==> config.mk <==
export PLATFORM = sky130hd
export DESIGN_NAME = axi_rd_tmout_responder
export DESIGN_NICKNAME = d
export VERILOG_FILES = /design/src/rtl/axi_rd_tmout_responder_pkg.sv /design/src/rtl/axi_rd_tmout_responder_us_timer.sv /design/src/rtl/axi_rd_tmout_responder.sv
export SDC_FILE = /design/constraint.sdc
export NUM_CORES = 1
export LEC_CHECK = 0
export CORE_ASPECT_RATIO = 0.8
export CORE_UTILIZATION = 39
export CTS_CLUSTER_SIZE = 25
export DETAILED_ROUTE_END_ITERATION = 6
export PLACE_DENSITY = 0.77
export SYNTH_ARGS = -nofsm -noshare
export SYNTH_HDL_FRONTEND = slang
export SYNTH_SLANG_ARGS = --single-unit
==> constraint.sdc <==
create_clock -name clks -period 11.8 [get_ports clks]
set_input_delay 1.77 -clock clks [delete_from_list [all_inputs] [get_ports clks]]
set_output_delay 1.77 -clock clks [all_outputs]
set_load 0.02 [all_outputs]
==> src/rtl/axi_rd_tmout_responder_pkg.sv <==
// ---------------------------------------------------------------------------
// axi_rd_tmout_responder_pkg
//   Shared definitions for the AXI read timeout responder:
//   - FSM state encoding used by the top-level controller
//   - AXI response codes
//   - saturation limit of the timeout event counter
// ---------------------------------------------------------------------------
package axi_rd_tmout_responder_pkg;

    typedef enum logic [2:0] {
        ST_IDLE   = 3'd0,
        ST_AR_FWD = 3'd1,
        ST_R_WAIT = 3'd2,
        ST_R_RESP = 3'd3,
        ST_DRAIN  = 3'd4
    } state_e;

    localparam logic [1:0]  RESP_OKAY     = 2'b00;
    localparam logic [1:0]  RESP_SLVERR   = 2'b10;

    localparam logic [15:0] TMOUT_CNT_MAX = 16'hFFFF;

endpackage

==> src/rtl/axi_rd_tmout_responder_us_timer.sv <==
// ---------------------------------------------------------------------------
// axi_rd_us_timer
//   Microsecond timeout timer. A prescaler divides clks down to a 1 us tick
//   and a 16-bit counter accumulates elapsed microseconds while enabled.
//
// Ports
//   clks      in   clock
//   reset     in   asynchronous active-high reset
//   en_i      in   count while high
//   clr_i     in   synchronous clear of prescaler and us counter
//   cfg_i     in   timeout in microseconds, 0 = never expire
//   expire_o  out  high on the cycle whose closing tick brings the us
//                  counter up to cfg_i
// ---------------------------------------------------------------------------
module axi_rd_us_timer #(
    parameter int TIMER_1US_CFG = 200
) (
    input  logic        clks,
    input  logic        reset,
    input  logic        en_i,
    input  logic        clr_i,
    input  logic [15:0] cfg_i,
    output logic        expire_o
);
    import axi_rd_tmout_responder_pkg::*;

    localparam int            PW         = (TIMER_1US_CFG > 1) ? $clog2(TIMER_1US_CFG) : 1;
    localparam logic [PW-1:0] PRESC_LAST = PW'(TIMER_1US_CFG - 1);

    logic [PW-1:0] presc_q;
    logic [PW-1:0] presc_d;
    logic [15:0]   us_q;
    logic [15:0]   us_d;
    logic          tick;

    always_ff @(posedge clks or posedge reset) begin
        if (reset) begin
            presc_q <= '0;
            us_q    <= '0;
        end else begin
            presc_q <= presc_d;
            us_q    <= us_d;
        end
    end

    // Expiry is decoded one cycle early (on the terminal tick that will
    // make the us counter equal cfg) so the registered response in the
    // parent appears exactly cfg*TIMER_1US_CFG cycles after counting starts.
    always_comb begin
        tick     = en_i && (presc_q == PRESC_LAST);
        presc_d  = presc_q;
        us_d     = us_q;
        if (clr_i) begin
            presc_d = '0;
            us_d    = '0;
        end else if (en_i) begin
            if (tick) begin
                presc_d = '0;
                us_d    = us_q + 16'd1;
            end else begin
                presc_d = presc_q + PW'(1);
            end
        end
        expire_o = tick && (cfg_i != 16'd0) &&
                   (({1'b0, us_q} + 17'd1) == {1'b0, cfg_i});
    end

endmodule

==> src/rtl/axi_rd_tmout_responder.sv <==
// ---------------------------------------------------------------------------
// axi_rd_tmout_responder
//   AXI4-Lite read bridge with a timeout. A single read is forwarded from
//   the upstream slave port to the downstream master port. If the
//   downstream side does not complete within the latched timeout, an
//   SLVERR response carrying ERR_DATA is returned upstream and the late
//   downstream transaction is drained and discarded afterwards.
//
// Ports
//   clks, reset            clock, asynchronous active-high reset
//   reg_tmout_us_cfg_i     timeout in microseconds (0 = disabled)
//   s_ar*_i/_o             upstream AR channel (slave)
//   s_r*_i/_o              upstream R channel (slave)
//   m_ar*_i/_o             downstream AR channel (master)
//   m_r*_i/_o              downstream R channel (master)
//   tmout_flag_o           one-cycle pulse per timed-out read
//   tmout_cnt_o            saturating count of timed-out reads
// ---------------------------------------------------------------------------
module axi_rd_tmout_responder #(
    parameter int          TIMER_1US_CFG = 200,
    parameter logic [31:0] ERR_DATA      = 32'hDEAD_BEEF
) (
    input  logic        clks,
    input  logic        reset,
    input  logic [15:0] reg_tmout_us_cfg_i,
    input  logic        s_arvalid_i,
    output logic        s_arready_o,
    input  logic [31:0] s_araddr_i,
    output logic        s_rvalid_o,
    input  logic        s_rready_i,
    output logic [31:0] s_rdata_o,
    output logic [1:0]  s_rresp_o,
    output logic        m_arvalid_o,
    input  logic        m_arready_i,
    output logic [31:0] m_araddr_o,
    input  logic        m_rvalid_i,
    output logic        m_rready_o,
    input  logic [31:0] m_rdata_i,
    input  logic [1:0]  m_rresp_i,
    output logic        tmout_flag_o,
    output logic [15:0] tmout_cnt_o
);
    import axi_rd_tmout_responder_pkg::*;

    state_e      state_q,      state_d;
    logic        s_arready_q,  s_arready_d;
    logic        s_rvalid_q,   s_rvalid_d;
    logic [31:0] s_rdata_q,    s_rdata_d;
    logic [1:0]  s_rresp_q,    s_rresp_d;
    logic        m_arvalid_q,  m_arvalid_d;
    logic [31:0] m_araddr_q,   m_araddr_d;
    logic        m_rready_q,   m_rready_d;
    logic        tmout_flag_q, tmout_flag_d;
    logic [15:0] tmout_cnt_q,  tmout_cnt_d;
    logic [15:0] cfg_q,        cfg_d;
    logic        drain_q,      drain_d;

    logic        timer_en;
    logic        timer_expire;
    logic        timeout_hit;

    // The timer runs only while the downstream side owes us something
    // and is held cleared everywhere else, so each read starts from zero.
    assign timer_en = (state_q == ST_AR_FWD) || (state_q == ST_R_WAIT);

    axi_rd_us_timer #(
        .TIMER_1US_CFG (TIMER_1US_CFG)
    ) u_us_timer (
        .clks     (clks),
        .reset    (reset),
        .en_i     (timer_en),
        .clr_i    (!timer_en),
        .cfg_i    (cfg_q),
        .expire_o (timer_expire)
    );

    // A completing handshake on the expiry cycle takes priority, so the
    // timeout only counts when the awaited handshake is absent.
    assign timeout_hit = timer_expire &&
                         (((state_q == ST_AR_FWD) && !m_arready_i) ||
                          ((state_q == ST_R_WAIT) && !m_rvalid_i));

    // State and output registers.
    always_ff @(posedge clks or posedge reset) begin
        if (reset) begin
            state_q      <= ST_IDLE;
            s_arready_q  <= 1'b1;
            s_rvalid_q   <= 1'b0;
            s_rdata_q    <= '0;
            s_rresp_q    <= RESP_OKAY;
            m_arvalid_q  <= 1'b0;
            m_araddr_q   <= '0;
            m_rready_q   <= 1'b0;
            tmout_flag_q <= 1'b0;
            tmout_cnt_q  <= '0;
            cfg_q        <= '0;
            drain_q      <= 1'b0;
        end else begin
            state_q      <= state_d;
            s_arready_q  <= s_arready_d;
            s_rvalid_q   <= s_rvalid_d;
            s_rdata_q    <= s_rdata_d;
            s_rresp_q    <= s_rresp_d;
            m_arvalid_q  <= m_arvalid_d;
            m_araddr_q   <= m_araddr_d;
            m_rready_q   <= m_rready_d;
            tmout_flag_q <= tmout_flag_d;
            tmout_cnt_q  <= tmout_cnt_d;
            cfg_q        <= cfg_d;
            drain_q      <= drain_d;
        end
    end

    // Next-state logic. DRAIN is entered only when a timeout left a
    // downstream read outstanding; it has no timeout of its own.
    always_comb begin
        state_d = state_q;
        unique case (state_q)
            ST_IDLE: begin
                if (s_arvalid_i && s_arready_q) state_d = ST_AR_FWD;
            end
            ST_AR_FWD: begin
                if (m_arready_i)      state_d = ST_R_WAIT;
                else if (timeout_hit) state_d = ST_R_RESP;
            end
            ST_R_WAIT: begin
                if (m_rvalid_i || timeout_hit) state_d = ST_R_RESP;
            end
            ST_R_RESP: begin
                if (s_rready_i) state_d = drain_q ? ST_DRAIN : ST_IDLE;
            end
            ST_DRAIN: begin
                if (!m_arvalid_q && m_rready_q && m_rvalid_i) state_d = ST_IDLE;
            end
            default: state_d = ST_IDLE;
        endcase
    end

    // Registered output logic. m_arvalid behaves as the "AR still owed
    // downstream" flag: once raised it only drops on m_arready, whatever
    // state the controller has moved on to.
    always_comb begin
        s_rvalid_d   = s_rvalid_q;
        s_rdata_d    = s_rdata_q;
        s_rresp_d    = s_rresp_q;
        m_arvalid_d  = m_arvalid_q;
        m_araddr_d   = m_araddr_q;
        m_rready_d   = m_rready_q;
        tmout_flag_d = 1'b0;
        tmout_cnt_d  = tmout_cnt_q;
        cfg_d        = cfg_q;
        drain_d      = drain_q;
        s_arready_d  = (state_d == ST_IDLE);

        unique case (state_q)
            ST_IDLE: begin
                if (s_arvalid_i && s_arready_q) begin
                    m_arvalid_d = 1'b1;
                    m_araddr_d  = s_araddr_i;
                    cfg_d       = reg_tmout_us_cfg_i;
                end
            end
            ST_AR_FWD: begin
                if (m_arready_i) begin
                    m_arvalid_d = 1'b0;
                    m_rready_d  = 1'b1;
                end
            end
            ST_R_WAIT: begin
                if (m_rvalid_i) begin
                    s_rvalid_d = 1'b1;
                    s_rdata_d  = m_rdata_i;
                    s_rresp_d  = m_rresp_i;
                    m_rready_d = 1'b0;
                end
            end
            ST_R_RESP: begin
                if (m_arvalid_q && m_arready_i) m_arvalid_d = 1'b0;
                if (s_rready_i) begin
                    s_rvalid_d = 1'b0;
                    if (drain_q) m_rready_d = !m_arvalid_d;
                end
            end
            ST_DRAIN: begin
                if (m_arvalid_q) begin
                    if (m_arready_i) begin
                        m_arvalid_d = 1'b0;
                        m_rready_d  = 1'b1;
                    end
                end else if (m_rready_q && m_rvalid_i) begin
                    m_rready_d = 1'b0;
                    drain_d    = 1'b0;
                end
            end
            default: begin
                m_arvalid_d = 1'b0;
                m_rready_d  = 1'b0;
                s_rvalid_d  = 1'b0;
                drain_d     = 1'b0;
            end
        endcase

        // Timeout response overrides the normal path for this read.
        if (timeout_hit) begin
            s_rvalid_d   = 1'b1;
            s_rdata_d    = ERR_DATA;
            s_rresp_d    = RESP_SLVERR;
            m_rready_d   = 1'b0;
            drain_d      = 1'b1;
            tmout_flag_d = 1'b1;
            if (tmout_cnt_q != TMOUT_CNT_MAX) tmout_cnt_d = tmout_cnt_q + 16'd1;
        end
    end

    assign s_arready_o  = s_arready_q;
    assign s_rvalid_o   = s_rvalid_q;
    assign s_rdata_o    = s_rdata_q;
    assign s_rresp_o    = s_rresp_q;
    assign m_arvalid_o  = m_arvalid_q;
    assign m_araddr_o   = m_araddr_q;
    assign m_rready_o   = m_rready_q;
    assign tmout_flag_o = tmout_flag_q;
    assign tmout_cnt_o  = tmout_cnt_q;

endmodule

==> results of run 1 <==
power by group through the flow:
| stage | sequential [W] | combinational [W] | clock (W) |
|---|---|---|---|
| 2_1_floorplan | 0.000458 | 0.00000748 | 0 |
| 3_3_place_gp | 0.000457 | 0.0000391 | 0 |
| 3_5_place_dp | 0.000457 | 0.0000400 | 0 |
| 4_1_cts | 0.000449 | 0.0000403 | 0.000591 |
| 5_1_grt | 0.000449 | 0.0000430 | 0.000616 |
| 6_report | 0.000449 | 0.0000394 | 0.000580 |
worst paths after layout:
| check | slack (ns) | endpoint |
|---|---|---|
| setup / recovery | 7.19 | tmout_cnt_o[1] |
| hold / removal | 0.47 | u_us_timer.presc_q[0] |
| setup reg to reg | 8.08 | tmout_cnt_o[1] |
| hold reg to reg | 0.47 | u_us_timer.presc_q[0] |
| max in group asynchronous | 8.63 | u_us_timer.us_q[4] |
| min in group asynchronous | 1.96 | s_rdata_o[2] |
layout make-up:
| cell class | count | area share [%] |
|---|---|---|
| inverter | 12 | 0.535 |
| multi-input combinational | 383 | 32.2 |
| sequential | 131 | 36.9 |
| clock inverter | 15 | 2.59 |
| clock buffer | 17 | 4.79 |
| timing repair buffer | 178 | 20.0 |
| tap | 215 | 3.03 |
metrics by stage:
step           power [W]  cell area (sq um)  setup WS, ns  std cells
5_1_grt          0.00111               8880          6.98        951
3_5_place_dp    0.000497               8220          6.79        919
4_1_cts          0.00108               8880          7.19        951
6_report         0.00107               8880          7.19        951
2_1_floorplan   0.000465               6300          6.53        556
3_3_place_gp    0.000497               8220          6.90        919
metal layers:
metal / track usage [%] / routed length [um] / part of all wire (%)
met4: 6.10 / 265 / 1.7
met3: 6.53 / 856 / 5.6
met5: 0 / 0 / 0
met1: 23.0 / 6390 / 41
met2: 33.5 / 7900 / 51
placed cells by master, fill, tap and decap left out, types with 9 or more instances in the layout:
cell type and count:
mux2i_1 35, xor2_1 32, inv_1 10, nor4_1 9
nor2_1 46, nand3_1 20, nor3_1 9, dfrtp_1 130
xnor2_1 21, mux2_2 51, clkdlybuf4s50_1 174, clkbuf_16 17
and3_1 9, nand2_1 53, a21oi_1 11, nand4_1 9
state kept, by name (all words and copies together) (netlist names):
name                count
u_us_timer.us_q        16
m_araddr_o             32
m_arvalid_o             1
s_rresp_o               2
state_q                 3
m_rready_o              1
tmout_flag_o            1
s_rvalid_o              1
u_us_timer.presc_q      8
s_rdata_o              32
tmout_cnt_o            16
drain_q                 1
cfg_q                  16
s_arready_o             1
worst max-delay path, cell delays in order:
cell and delay (ns):
clkdlybuf4s50_1 0.52, or3b_1 0.42, a221oi_1 0.29, o2111ai_1 0.17
nor4_2 0.34, nand4_4 0.60, nor2_1 0.40, mux2_2 0.37
cells by family after synthesis:
logic type	after synthesis
AO/OA/AOI/OAI	44
XOR/XNOR	53
adder cells (fa/ha/maj)	3
buffers and inverters	42
flip-flops	131
multiplexers	86
AND/OR/NAND/NOR	197
==> reports/metrics.yaml, run 1 <==
routing:
  num_vias: 4893
  vias_per_cell: 5.15
  route.detailed.drc: 0
  drt_first_pass_iters: 4
  antenna_violating_nets_post_route: 0
  avgRoutedWirePerCell_um: 16.2
  drtIter0Drc: 228
  wirelength_um: 15400
logic_synthesis:
  synth_top_area_share_pct: 51.7
  synth_area_leaders: "dfrtp_1, mux2_2, mux2i_1"
  yosysMostFrequentCell: "dfrtp_1"
  muxShareOfSynthArea_pct: 14.7
  syn-num-nets: 647
  synth-seq-area-share_pct: 52.1
  avgSynthCellArea_sq_um: 11.3
  synth.distinct_cells: 61
  synth.largest_area_cell: "dfrtp_1"
  synth_compound_area_share_pct: 5.09
  synth_edf_count: 0
  ys_seq_elements: 131
  ys.flop_type: "dfrtp_1"
  synth-simple-area-share_pct: 17.4
  ys_warn_count: 0
  netlist_top_cells_count: "dfrtp_1, nand2_1, mux2_2"
  synth_top_family_by_area: "simple AND/OR/NAND/NOR gates"
  synth_adder_area_share_pct: 0.596
  synthesis.area_sq_um: 6300
  synth-xor-area-share_pct: 7.37
  syn_inst: 556
  async_flop_share_pct: 100
sta:
  tns_ns: 0
  timing_hold_violations_final: 0
  relSlewSlack_pct: 23.8
  finalClockSkew_ns: 0.00980
  drv_slew: 0
  fin_crit_sh_pct: 39.1
  fmax_ghz: 0.217
  setup_viol: 0
  worst-slew-pin-transition_ns: 1.14
  rsz0062_at_grt: "false"
  timing.hold.ws_ns: 0.471
  fin_crit_ns: 4.61
clock_network:
  post_cts_buffers: 0
  clk_path_buf_depth: 2
  cts_buffers: 17
  clk_pin_slew_ns: 0.06
  clock-sinks: 131
  htree_levels: 4
  hold_buffers: 0
  cts_tree: "done"
  clk_latency_ns: 0.41
  cts_root_buffer: "clkbuf_16"
  cts_resized: 0
floorplanning:
  die_area_sq_um: 16700
  io_pins: 175
  start_util_pct: 39.9
  num_rows: 41
  fp.coreArea_sq_um: 15800
  dieWidth_um: 144
  chipHeight_um: 116
final_layout:
  diodes: 0
  nNetsFinal: 814
  drive_gt1_share_pct: 14.7
  fillers: 1341
  syn_to_final_growth_pct: 41.0
  final_util_pct: 56.2
  multi_input_area_sq_um: 2860
  seq_area_sq_um: 3280
grt:
  grt_pass1_wl_um: 25100
  antenna_found_initial: 0
  grt_pass1_vias: 5154
  overflow: 0
  grt_usage_pct: 19.5
  grt_max_degree: 86
setup_path:
  crit_arrival_ns: 4.91
  crit_fanout: 43
  reg2reg_from: "u_us_timer.us_q[0]"
  crit_start: "m_arready_i"
  start_kind: "input port"
  reg2reg_depth: 8
  end_kind: "flip-flop"
  path_class: "input port to flip-flop"
  worstPathRequired_ns: 12.10
worst_hold_path:
  min_from: "u_us_timer.presc_q[0]"
  hold-path-cell-count: 1
  hold_path.class: "flip-flop to flip-flop"
place:
  dp_hpwl_um: 10900
  gp_congestion: 0.868
  io_buffer_count: 174
power_and_ir_drop:
  ir_drop_v: 0.0000955
  pwr-share-seq_pct: 42.0
  pwr-share-comb_pct: 3.7
  swShare_pct: 20.3
  power.clock.fraction_pct: 54.3
  p_leak_nw: 3.90
  power.internal_w: 0.000852
  p_per_area_nw_per_um2: 120
  p_sw_w: 0.000217
run:
  cap_violations: 0
status:
  status: "completed"
Note: power is estimated with default switching activity, not from simulation.
==> run 2, diff against run 1 <==
Settings changed: PLACE_DENSITY 0.77 to 0.8.
Clock period 11.8 ns to 3.8 ns, I/O delays scaled along.
==> run 2 against run 1 <==
Combinational power grew to 3.1 times the previous value. Die area is the same. First-iteration DRC count rose by 18%. Sequential power grew to 3.1 times the previous value. Power grew to 2.9 times the previous value. Setup slack worse by 6.6 ns. Non-clock buffer count is 4 higher. Via count is 1.9% lower. Largest cell class unchanged. Highest routed layer unchanged.
==> reports/metrics.yaml, run 2 (same netlist as run 1, synthesis figures left out) <==
sta:
  fin_crit_sh_pct: 83.7
  finalClockSkew_ns: 0.00996  # +0.000161 ns
  tns_ns: 0  # unchanged
  timing.final.ws_setup_ns: 0.621  # -6.57 ns
  rsz0062_at_grt: "false"
  fin_crit_ns: 3.18
  timing_hold_violations_final: 0  # unchanged
  setup_viol: 0  # unchanged
  fmax_ghz: 0.315
  relSlewSlack_pct: 55.8  # +32 points
  drv_slew: 0  # unchanged
  worst-slew-pin-transition_ns: 0.658  # -0.479 ns
clock_network:
  post_cts_buffers: 0  # unchanged
  cts_root_buffer: "clkbuf_16"
  cts_tree: "done"
  clk_pin_slew_ns: 0.06  # about the same
  cts_buffers: 17  # unchanged
  clk_latency_ns: 0.41  # about the same
  hold_buffers: 0  # unchanged
  cts_resized: 0  # unchanged
  clock-sinks: 131  # unchanged
  htree_levels: 4  # unchanged
  clk_path_buf_depth: 2  # unchanged
status:
  status: "completed"
setup_path:
  reg2reg_from: "u_us_timer.us_q[0]"
  start_kind: "flip-flop"
  reg2reg_depth: 9  # +1
  path_depth: 9  # +1
  critPathTopFamily: "compound AO/OA/AOI/OAI gates"
  r2r_setup_slack_ns: 0.62  # -7.46 ns
  path_class: "flip-flop to flip-flop"
  crit_start: "u_us_timer.us_q[0]"
  max_stage_delay_ns: 0.50  # -0.10 ns
  crit_fanout: 28  # -35%
  end_kind: "flip-flop"
  crit_chain: "ha_1 -> nand4_1 -> nor2_1 -> a21oi_1 -> o41a_1 -> nand4_4 -> buf_4 -> o21ai_0 -> a211oi_1"
  crit_end: "s_arready_o"
  worstPathRequired_ns: 4.12  # -7.98 ns
  slowest_stage: "o41a_1"
  rr_endpoint: "s_arready_o"
  path_buf_inv: 1  # unchanged
  crit_arrival_ns: 3.50  # -1.41 ns
routing:
  num_vias: 4801  # -1.9%
  drt_first_pass_iters: 5  # +1
  antenna_violating_nets_post_route: 0  # unchanged
  highest_layer: "met4"
  route.detailed.drc: 0  # unchanged
  drtIter0Drc: 269  # +18%
  wirelength_um: 14900  # -3.1%
  wl_met2_um: 7030  # -11%
  avgRoutedWirePerCell_um: 15.6  # -3.5%
  drt-met1-wl_um: 6980  # +9.2%
  dr_wl_met3_um: 779  # -9.0%
  vias_per_cell: 5.03  # -2.3%
floorplanning:
  dieWidth_um: 144  # unchanged
  start_util_pct: 39.9  # unchanged
  io_pins: 175  # unchanged
  num_rows: 41  # unchanged
  chipHeight_um: 116  # unchanged
  fp.coreArea_sq_um: 15800  # unchanged
  die_area_sq_um: 16700  # unchanged
final_layout:
  drive_gt1_share_pct: 15.1  # +0.46 points
  final_common_cell: "clkdlybuf4s50_1"
  fillers: 1360  # +1.4%
  layout_common_cells: "clkdlybuf4s50_1, dfrtp_1, nand2_1, mux2_2, nor2_1"
  nNetsFinal: 818  # +0.49%
  final_util_pct: 56.1  # about the same
  syn_to_final_growth_pct: 40.9  # about the same
  final_design_area_no_fill_sq_um: 8870  # about the same
  diodes: 0  # unchanged
power_and_ir_drop:
  p_per_area_nw_per_um2: 352  # +190%
  ir_drop_v: 0.000311  # +230%
  p_leak_nw: 3.90  # +0.16%
worst_hold_path:
  hold_path.class: "flip-flop to flip-flop"
grt:
  grt_pass1_vias: 4873  # -5.5%
  grt_usage_pct: 19.2  # -0.31 points
  antenna_found_initial: 0  # unchanged
  grt_max_degree: 101  # +17%
  grt_pass1_wl_um: 24600  # -2.1%
  overflow: 0  # unchanged
place:
  gp_congestion: 0.838  # -3.5%
  dp_hpwl_um: 10500  # -3.9%
  dpl-instance-area_sq_um: 8280  # +0.68%
  io_buffer_count: 174  # unchanged
  post-place-ws_ns: 0.385  # -6.40 ns
run:
  cap_violations: 0  # unchanged
run 2: cell types whose count changed in the layout (fill, tap and decap cells not counted), sizes merged:
cell      before  now
buf            4    8
clkinvlp       3    2
bufinv         5    1
clkbuf        17   22
run 2: layer usage:
layer | track usage [%] | vias up
li1 | - | 2318
met1 | 25.8 | 2342
met2 | 29.2 | 127
met3 | 6.49 | 14
met4 | 5.74 | 0
met5 | 0 | -
run 2: how the worst min path moves through the flow:
| stage | slack (ns) | endpoint | cells after the start | from |
|---|---|---|---|---|
| final | 0.47 | u_us_timer.presc_q[0] | 1 | u_us_timer.presc_q[0] |
| after global routing | 0.48 | u_us_timer.presc_q[0] | 1 | u_us_timer.presc_q[0] |
| after CTS | 0.46 | u_us_timer.presc_q[0] | 1 | u_us_timer.presc_q[0] |
| after detailed placement | 0.45 | u_us_timer.presc_q[0] | 1 | u_us_timer.presc_q[0] |
| after global placement | 0.44 | u_us_timer.presc_q[0] | 1 | u_us_timer.presc_q[0] |
| after floorplan | 0.43 | u_us_timer.presc_q[0] | 1 | u_us_timer.presc_q[0] |
run 2: final cells by class:
type                    count  area, sq um  share of cell area, %
repair buffers            182         1830                   20.6
well taps                 215          269                   3.03
flip-flops and latches    131         3280                   37.0
clock buffers              22          494                   5.57
clock inverters            10         96.3                   1.09
multi-input cells         383         2860                   32.2
inverters                  12         48.8                  0.550
run 2: through the flow:
stage,power [W],hold slack [ns],std cells
after global routing,0.00324,0.482,955
after CTS,0.00317,0.456,955
final,0.00312,0.467,955
after global placement,0.00155,0.443,923
after floorplan,0.00144,0.425,556
after detailed placement,0.00155,0.452,923
run 2: worst reg2reg max path, cell delays in order, from the launching register on:
cell      delay, ns
dfrtp_1        0.46
ha_1           0.34
nand4_1        0.23
nor2_1         0.38
a21oi_1        0.13
o41a_1         0.50
nand4_4        0.30
buf_4          0.36
o21ai_0        0.16
a211oi_1       0.24
run 2: power by group:
part | internal [W] | switching [W]
logic | 0.0000825 | 0.0000414
clock network | 0.000992 | 0.000612
registers | 0.00140 | 0
total | 0.00247 | 0.000654
==> run 3, diff against run 2 <==
Clock period 3.8 ns to 2.75 ns, I/O delays scaled along.
==> run 3 against run 2 <==
Critical path depth rose by 1. Worst hold slack got worse by 0.039 ns. Sequential power rose by 38%. Global-route usage rose by 0.71 points. Utilization rose by 2.7 points. Setup slack got worse by 0.56 ns. Wire length rose by 7.5%. Count of clock-buffer cells in the layout rose by 3.
==> reports/metrics.yaml, run 3 (same netlist as run 1, synthesis figures left out) <==
status:
  status: "completed"
power_and_ir_drop:
  p_per_area_nw_per_um2: 456  # +30%
  p_leak_nw: 4.03  # +3.3%
  finalPower_w: 0.00424  # +36%
  power.clock.fraction_pct: 50.4  # -1.0 points
  ir_drop_v: 0.000491  # +58%
  swShare_pct: 20.8  # -0.15 points
  power.internal_w: 0.00336  # +36%
  pwr-share-comb_pct: 4.1  # about the same
  pwr-share-seq_pct: 45.5  # +0.8 points
  p_sw_w: 0.000882  # +35%
floorplanning:
  num_rows: 41  # unchanged
  start_util_pct: 39.9  # unchanged
  dieWidth_um: 144  # unchanged
  die_area_sq_um: 16700  # unchanged
  chipHeight_um: 116  # unchanged
  fp.coreArea_sq_um: 15800  # unchanged
  io_pins: 175  # unchanged
setup_path:
  slowest_stage: "a2111oi_4"
  cp_common_cell: "buf_4"
  start_kind: "flip-flop"
  worstPathRequired_ns: 3.05  # -1.07 ns
  path_class: "flip-flop to flip-flop"
  reg2reg_from: "u_us_timer.us_q[1]"
  end_kind: "flip-flop"
  r2r_setup_slack_ns: 0.06  # -0.56 ns
  crit_arrival_ns: 2.99  # -0.51 ns
  reg2reg_depth: 10  # +1
  path_buf_inv: 2  # +1
  max_stage_delay_ns: 0.41  # -0.09 ns
  crit_start: "u_us_timer.us_q[1]"
  crit_end: "tmout_cnt_o[1]"
  path_depth: 10  # +1
  critPathTopFamily: "simple AND/OR/NAND/NOR gates"
  rr_endpoint: "tmout_cnt_o[1]"
  crit_chain: "ha_4 -> nand3_1 -> buf_4 -> nor3_1 -> xor2_1 -> a2111oi_4 -> buf_4 -> nand4_4 -> nor2_2 -> mux2_2"
  crit_fanout: 5  # -82%
sta:
  relSlewSlack_pct: 50.0  # -5.8 points
  timing_hold_violations_final: 0  # unchanged
  drv_slew: 0  # unchanged
  fin_crit_sh_pct: 97.8  # +14 points
  finalClockSkew_ns: 0.0116  # +0.00168 ns
  worst-slew-pin-transition_ns: 0.750  # +0.0924 ns
  setup_viol: 0  # unchanged
  timing.final.ws_setup_ns: 0.0604  # -0.560 ns
  rsz0062_at_grt: "true"
  fin_crit_ns: 2.69  # -0.490 ns
  fmax_ghz: 0.372  # +18%
place:
  placedCellCount: 947  # +2.6%
  post-place-ws_ns: -0.382  # -0.768 ns
  dp_hpwl_um: 10800  # +3.5%
  gp_congestion: 0.836  # -0.16%
  io_buffer_count: 174  # unchanged
  dpl-instance-area_sq_um: 8490  # +2.5%
clock_network:
  clk_latency_ns: 0.42  # about the same
  clk_path_buf_depth: 2  # unchanged
  cts_root_buffer: "clkbuf_16"
  htree_levels: 4  # unchanged
  hold_buffers: 0  # unchanged
  cts_tree: "done"
  clock-sinks: 131  # unchanged
  cts_buffers: 17  # unchanged
  clk_pin_slew_ns: 0.06  # about the same
routing:
  antenna_violating_nets_post_route: 0  # unchanged
  vias_per_cell: 5.13  # +2.0%
  num_vias: 5041  # +5.0%
  wirelength_um: 16100  # +7.5%
  drt_first_pass_iters: 4  # -1
  route.detailed.drc: 0  # unchanged
  drtIter0Drc: 232  # -14%
  avgRoutedWirePerCell_um: 16.3  # +4.5%
final_layout:
  final_design_area_no_fill_sq_um: 9300  # +4.8%
  drive_gt1_share_pct: 20.7  # +5.6 points
  nNetsFinal: 846  # +3.4%
  syn_to_final_growth_pct: 47.6
  layout_common_cells: "clkdlybuf4s50_1, dfrtp_1, nand2_1, mux2_2, nor2_1"
  final_common_cell: "clkdlybuf4s50_1"
  final_cells: 983  # +2.9%
  diodes: 0  # unchanged
  fillers: 1299  # -4.5%
grt:
  grt_pass1_vias: 5106  # +4.8%
  grt_usage_pct: 19.9  # +0.71 points
  grt_max_degree: 73  # -28%
  antenna_found_initial: 0  # unchanged
  grt_pass1_wl_um: 25400  # +3.3%
  overflow: 0  # unchanged
run:
  cap_violations: 0  # unchanged
worst_hold_path:
  hold_path.class: "input port to asynchronous set/reset pin"
[run 3: per-stage QoR]
| stage | hold slack [ns] | TNS, ns | util (%) |
|---|---|---|---|
| after floorplan | 0.425 | 0 | - |
| after global placement | 0.446 | -4.38 | 53.7 |
| after detailed placement | 0.461 | -6.38 | 53.7 |
| after CTS | 0.468 | 0 | 57.8 |
| after global routing | 0.485 | -0.421 | 58.8 |
| final | 0.428 | 0 | 58.8 |
[run 3: what timing repair did]
item	4_1_cts	5_1_grt
resized for setup	11	32
pin swaps	3	20
gates cloned	1	0
hold endpoints to repair	0	0
setup endpoints to repair	14	17
buffers inserted	2	1
[run 3: cell type report]
cell class	instances	area [sq um]	share of cell area (%)
well taps	215	269	2.89
clock buffers	25	485	5.22
multi-input cells	384	3070	33.0
clock inverters	7	75.1	0.807
repair buffers	209	2070	22.2
flip-flops and latches	131	3290	35.3
inverters	12	48.8	0.525
[run 3: worst min-delay path by stage]
| stage | from | to | slack (ns) | cells after the start |
|---|---|---|---|---|
| after global placement | u_us_timer.presc_q[0] | u_us_timer.presc_q[0] | 0.45 | 1 |
| after CTS | reset | m_araddr_o[16] | 0.47 | 3 |
| after detailed placement | u_us_timer.presc_q[0] | u_us_timer.presc_q[0] | 0.46 | 1 |
| after global routing | u_us_timer.presc_q[0] | u_us_timer.presc_q[0] | 0.49 | 1 |
| final | reset | m_araddr_o[1] | 0.43 | 3 |
| after floorplan | u_us_timer.presc_q[0] | u_us_timer.presc_q[0] | 0.43 | 1 |
[run 3: layer usage]
metal	routed length, um	vias to the layer above	global-route usage, %	share of wire [%]
met5	0	-	0	0
met4	205	0	6.74	1.3
met1	7130	2489	26.2	44
met2	7780	150	31.3	48
li1	-	2379	-	-
met3	941	23	5.79	5.9
[run 3: worst min-delay path: stages]
cell and delay [ns]:
clkdlybuf4s50_1 0.44, clkinvlp_4 0.11, buf_12 0.30
[run 3: power by group through the flow]
| stage | combinational [W] | clock [W] | sequential (W) |
|---|---|---|---|
| 4_1_cts | 0.000178 | 0.00217 | 0.00193 |
| 3_5_place_dp | 0.000177 | 0 | 0.00196 |
| 6_report | 0.000174 | 0.00214 | 0.00193 |
| 2_1_floorplan | 0.0000325 | 0 | 0.00196 |
| 5_1_grt | 0.000190 | 0.00226 | 0.00193 |
| 3_3_place_gp | 0.000175 | 0 | 0.00196 |
